===== src/rtl/mem_pkg.sv =====
// Shared types and constants for the MEM-stage data-memory responder.
package mem_pkg;

  localparam int DATA_W_DEF = 16;
  localparam int ADDR_W_DEF = 16;
  localparam int CNT_W      = 4;

  localparam logic [15:0] BYTE_MASK = 16'h00FF;

  typedef enum logic [1:0] {
    IDLE,
    WAIT,
    ACCESS,
    RESP
  } state_t;

endpackage


===== src/rtl/mem_array.sv =====
// Single-port RAM: synchronous write with low-byte lane enable, combinational read.
module mem_array
  import mem_pkg::*;
#(
  parameter int DATA_W = DATA_W_DEF,
  parameter int DEPTH  = 256,
  localparam int IDX_W = $clog2(DEPTH)
) (
  input  logic              clk,
  input  logic              we_i,
  input  logic              byte_i,
  input  logic [IDX_W-1:0]  idx_i,
  input  logic [DATA_W-1:0] wdata_i,
  output logic [DATA_W-1:0] rdata_o
);

  logic [DATA_W-1:0] mem_q [DEPTH];
  logic [DATA_W-1:0] wmask;

  // Byte writes merge into the existing word so the upper byte survives.
  assign wmask = byte_i ? DATA_W'(BYTE_MASK) : '1;

  always_ff @(posedge clk) begin
    if (we_i) mem_q[idx_i] <= (mem_q[idx_i] & ~wmask) | (wdata_i & wmask);
  end

  assign rdata_o = mem_q[idx_i];

endmodule


===== src/rtl/data_mem_responder.sv =====
// Responder for MEM-stage loads/stores with programmable wait states.
// Optional MEM_FAULT_EN: out-of-range accesses fault instead of wrapping.
module data_mem_responder
  import mem_pkg::*;
#(
  parameter int DATA_W      = DATA_W_DEF,
  parameter int ADDR_W      = ADDR_W_DEF,
  parameter int DEPTH       = 256,
  parameter int WAIT_CYCLES = 2
) (
  input  logic              clk,
  input  logic              reset,
  input  logic              req,
  input  logic              we,
  input  logic              byte_en,
  input  logic [ADDR_W-1:0] addr,
  input  logic [DATA_W-1:0] wdata,
  output logic              busy,
  output logic              ready,
  output logic [DATA_W-1:0] rdata,
  output logic              fault
);

  localparam int IDX_W = $clog2(DEPTH);

  state_t            state_q, state_d;
  logic [CNT_W-1:0]  cnt_q, cnt_d;
  logic              we_q, we_d;
  logic              byte_q, byte_d;
  logic [ADDR_W-1:0] addr_q, addr_d;
  logic [DATA_W-1:0] wdata_q, wdata_d;
  logic [DATA_W-1:0] rdata_q, rdata_d;
  logic              fault_q, fault_d;
  logic              mem_we;
  logic              acc_ok;
  logic [DATA_W-1:0] mem_rd;

`ifdef MEM_FAULT_EN
  assign acc_ok = ~(|(addr_q >> IDX_W));
`else
  logic unused_addr_hi;
  assign unused_addr_hi = |addr_q[ADDR_W-1:IDX_W];
  assign acc_ok         = 1'b1;
`endif

  mem_array #(.DATA_W(DATA_W), .DEPTH(DEPTH)) u_mem (
    .clk     (clk),
    .we_i    (mem_we),
    .byte_i  (byte_q),
    .idx_i   (addr_q[IDX_W-1:0]),
    .wdata_i (wdata_q),
    .rdata_o (mem_rd)
  );

  always_comb begin
    state_d = state_q;
    cnt_d   = cnt_q;
    we_d    = we_q;
    byte_d  = byte_q;
    addr_d  = addr_q;
    wdata_d = wdata_q;
    rdata_d = rdata_q;
    fault_d = 1'b0;
    mem_we  = 1'b0;
    case (state_q)
      IDLE: begin
        if (req) begin
          we_d    = we;
          byte_d  = byte_en;
          addr_d  = addr;
          wdata_d = wdata;
          cnt_d   = '0;
          state_d = (WAIT_CYCLES > 0) ? WAIT : ACCESS;
        end
      end
      WAIT: begin
        if (cnt_q == CNT_W'(WAIT_CYCLES - 1)) begin
          cnt_d   = '0;
          state_d = ACCESS;
        end else begin
          cnt_d = cnt_q + 1'b1;
        end
      end
      ACCESS: begin
        state_d = RESP;
        if (!acc_ok) begin
          rdata_d = '0;
          fault_d = 1'b1;
        end else if (we_q) begin
          mem_we = 1'b1;
        end else begin
          rdata_d = byte_q ? (mem_rd & DATA_W'(BYTE_MASK)) : mem_rd;
        end
      end
      RESP:    state_d = IDLE;
      default: state_d = IDLE;
    endcase
  end

  always_ff @(posedge clk) begin
    if (reset) begin
      state_q <= IDLE;
      cnt_q   <= '0;
      we_q    <= 1'b0;
      byte_q  <= 1'b0;
      addr_q  <= '0;
      wdata_q <= '0;
      rdata_q <= '0;
      fault_q <= 1'b0;
    end else begin
      state_q <= state_d;
      cnt_q   <= cnt_d;
      we_q    <= we_d;
      byte_q  <= byte_d;
      addr_q  <= addr_d;
      wdata_q <= wdata_d;
      rdata_q <= rdata_d;
      fault_q <= fault_d;
    end
  end

  assign busy  = (state_q != IDLE);
  assign ready = (state_q == RESP);
  assign rdata = rdata_q;
`ifdef MEM_FAULT_EN
  assign fault = fault_q;
`else
  logic unused_fault;
  assign unused_fault = fault_q;
  assign fault        = 1'b0;
`endif

endmodule

===== config.mk =====
export PLATFORM = sky130hd
export DESIGN_NAME = data_mem_responder
export DESIGN_NICKNAME = d
export VERILOG_FILES = /design/src/rtl/mem_pkg.sv /design/src/rtl/mem_array.sv /design/src/rtl/data_mem_responder.sv
export SDC_FILE = /design/constraint.sdc
export NUM_CORES = 2
export LEC_CHECK = 0
export BUFFER_PORTS_ARGS = -buffer_cell sky130_fd_sc_hd__buf_2
export CORE_ASPECT_RATIO = 0.5
export CORE_MARGIN = 3
export CORE_UTILIZATION = 50
export CTS_CLUSTER_SIZE = 30
export DETAILED_ROUTE_END_ITERATION = 6
export GPL_TIMING_DRIVEN = 1
export PLACE_DENSITY = 0.74
export SKIP_CTS_REPAIR_TIMING = 1
export SYNTH_ARGS = -nofsm -noshare
export SYNTH_HDL_FRONTEND = slang
export SYNTH_SLANG_ARGS = --single-unit

===== constraint.sdc =====
create_clock -name clk -period 17 [get_ports clk]
set_input_delay 1.7 -clock clk [delete_from_list [all_inputs] [get_ports clk]]
set_output_delay 1.7 -clock clk [all_outputs]
set_load 0.01 [all_outputs]

==> results.yml <==
status:
  status: "finished, violations left"
  violations: "capacitance limit, slew limit"
global_route:
  antenna_found_initial: 29
  grt_overflow: 0
  track_usage_pct: 26.4
  grt_pass1_wl_mm: 610
  grt_pass1_vias: 79100
  grt_max_degree: 150
finish:
  final_util_pct: 56.4
  drive_gt1_share_pct: 25.8
  layout.nets: 7750
  area_growth_pct: 11.5
  fin_cells: 12200
  final_area_um2: 178000
critical_path:
  cp_max_fo: 80
  cp_cell_sequence: "buf_12 > buf_4 > buf_4 > buf_4 > mux4_2 > mux4_2 > o22ai_1 > o21ai_0 > o211ai_1 > o21ai_4 > buf_4 > buf_4"
  critPathRequiredTime_ns: 17.52
  critPathMaxStageDelay_ns: 0.92
  startpoint_type: "flip-flop"
  crit_slowest_cell: "buf_4"
  worst-setup-path-type: "reg -> reg"
  path_common_cell: "buf_4"
  end_kind: "flip-flop"
  worstPathArrival_ns: 8.76
synthesis:
  synth_seq_cells: 4152
  ys_types: 68
  syn_area_per_cell_um2: 21.8
  synth_area_leader_cell: "edfxtp_1"
  ys_async_sr_fraction_pct: 0
  ys_warn_count: 0
  synth_nets: 7350
  synth_area_um2: 159000
  synth-main-ff-cell: "edfxtp_1"
  post-synth-top-area-fraction_pct: 77.3
  synth_area_leaders: "edfxtp_1 77%, mux4_2 14%, mux2i_1 1.3%"
  ys_seq_area_share_pct: 78.0
  yosysMostFrequentCell: "edfxtp_1"
  synth_cells: 7306
  ys_top_cells_by_count: "4,096 x edfxtp_1, 985 x mux4_2, 342 x nor2_1"
  synth_edf_count: 4096
clock_tree:
  numCtsBuffers: 360
  h-tree-depth: 5
  clock_path_buffers: 4
  cts_tree: "done"
  worstSkewPairLatency_ns: 0.92
  cts_sinks: 4152
  cts_root_buf: "clkbuf_16"
  clk_pin_slew_worst_paths_ns: 0.07
sta:
  fin_tns_setup_ns: 0
  setup_violations: 0
  drv_slew: 14
  fmax_mhz: 121
  min_period_ns: 8.24
  final-hold-violation-count: 0
  maxSlewHeadroom_pct: -5.06
  rsz0062_at_grt: "false"
  worst_pin_slew_ns: 1.57
  clock_skew_ns: 0.0949
  fin_crit_sh_pct: 48.5
pwr:
  cellPowerDensity_nw_per_um2: 135
  netSwitchingPower_mw: 6.45
  p_leak_nw: 54.7
  power.internal_mw: 17.6
  netSwitchingFraction_pct: 26.8
  clock_power_share_pct: 33.7
  power_frac_comb_pct: 15.9
  pwr-share-seq_pct: 50.4
  ir_worst_vdd_mv: 0.132
detailed_routing:
  wire_per_inst_um: 35.6
  drt_iter0_markers: 14900
  ant_nets: 0
  routed_via_density: 6.74
  routed_wl_mm: 433
  drc: 0
  vias: 82200
  dr.pass1.iters: 6
die:
  chipHeight_um: 405
  io_pins: 56
  rows: 145
  start_util_pct: 50.6
  fp.dieW_um: 804
  fp.dieArea_um2: 326000
  core_um2: 315000
placed_design:
  placed_cell_area_um2: 166000
  placed_cells: 11500
  place_congestion: 0.916
  portBuffers: 46
  hpwl_mm: 255
flow_run:
  drv_cap: 1
worst_hold_path:
  worstHoldPathType: "reg -> reg"
## power groups by stage
stage / combinational, mW / clock [mW] / sequential, mW
2_1_floorplan: 2.13 / 0 / 12.6
3_3_place_gp: 3.64 / 0 / 12.3
3_5_place_dp: 3.73 / 0 / 12.3
4_1_cts: 3.75 / 8.17 / 12.1
5_1_grt: 3.97 / 8.55 / 12.1
6_report: 3.83 / 8.11 / 12.1
## flip-flops by register name (all words and copies together), names as in the netlist, named ones only
signal / count
addr_q: 8
byte_q: 1
cnt_q: 4
rdata: 16
state_q: 2
u_mem.mem_q: 4096
wdata_q: 16
we_q: 1
## cells by family (layout without fill, tap and decap cells)
kind of cell,count (synthesis),after routing,synth area share (%)
buf+inv,433,1116,1.41
fa+ha+maj,7,7,0.0550
mux,1219,1219,15.4
flops,4152,4152,78.0
other cells,1,15,0.00236
simple gates,819,819,2.20
xor+xnor,2,2,0.0110
compound gates,673,673,2.92
## layout make-up
type	instances	area, um2
Clock inverter	186	1780
Sequential cell	4152	124000
Tap cell	4189	5240
Multi-Input combinational cell	2721	33200
Clock buffer	459	9620
Fill cell	22200	137000
Inverter	17	73.8
Timing Repair Buffer	454	3420
Antenna cell	14	35.0
## placed cells by master, fill, tap and decap left out, types with 14 or more instances in the layout
| master | Yosys | final |
|---|---|---|
| o22ai_1 | 113 | 113 |
| a22oi_1 | 132 | 132 |
| a221o_1 | 14 | 14 |
| nand2_1 | 242 | 240 |
| buf_2 | 135 | 46 |
| nor2_2 | 0 | 50 |
| diode_2 | 0 | 14 |
| a31oi_1 | 18 | 18 |
| dfxtp_1 | 56 | 41 |
| bufinv_16 | 0 | 30 |
| o21ai_0 | 61 | 59 |
| edfxtp_1 | 4096 | 4096 |
| clkbuf_1 | 158 | 83 |
| a221oi_1 | 15 | 15 |
| buf_4 | 78 | 398 |
| a211oi_1 | 32 | 30 |
| nor3_1 | 54 | 54 |
| clkinv_1 | 2 | 79 |
| o221ai_1 | 54 | 54 |
| clkinv_2 | 0 | 50 |
| clkbuf_16 | 0 | 367 |
| nand4_1 | 19 | 19 |
| nor2b_1 | 20 | 20 |
| nor2_1 | 342 | 284 |
| a21oi_1 | 125 | 124 |
| mux4_2 | 985 | 985 |
| nand3_1 | 80 | 74 |
| o211ai_1 | 16 | 16 |
| mux2i_1 | 204 | 204 |
| mux2_2 | 30 | 28 |
## layer usage
layer	wire length [um]	GRT usage [%]	share of wire [%]
met5	284	0.177	0.066
met4	18300	9.48	4.2
met3	69700	10.2	16
met2	191000	38.2	44
met1	154000	36.9	35
## critical path, delay by kind of cell, from the launching register on
| kind | cells | cell delay, ns |
|---|---|---|
| compound gates | 4 | 1.87 |
| flops | 1 | 0.71 |
| buf+inv | 6 | 4.35 |
| mux | 2 | 0.62 |
## stage by stage
stage	total power [mW]	hold WS, ns	setup slack [ns]
floorplan	14.7	0.432	2.41
global placement	16.0	0.448	9.13
detailed placement	16.1	0.446	9.04
CTS	24.0	0.455	8.97
global route	24.6	0.479	8.30
finish	24.1	0.457	8.76
## worst paths after layout
path | startpoint | to | slack (ns) | cells after the start
max | flip-flop | u_mem.mem_q[81][15]$_DFFE_PP_ | 8.76 | 12
min | wdata_q[14]$_SDFFE_PP0P_ | wdata_q[14]$_SDFFE_PP0P_ | 0.46 | 2
max reg2reg | flip-flop | u_mem.mem_q[81][15]$_DFFE_PP_ | 8.76 | 12
min reg2reg | wdata_q[14]$_SDFFE_PP0P_ | wdata_q[14]$_SDFFE_PP0P_ | 0.46 | 2
Power figures use the tool's default switching activity.
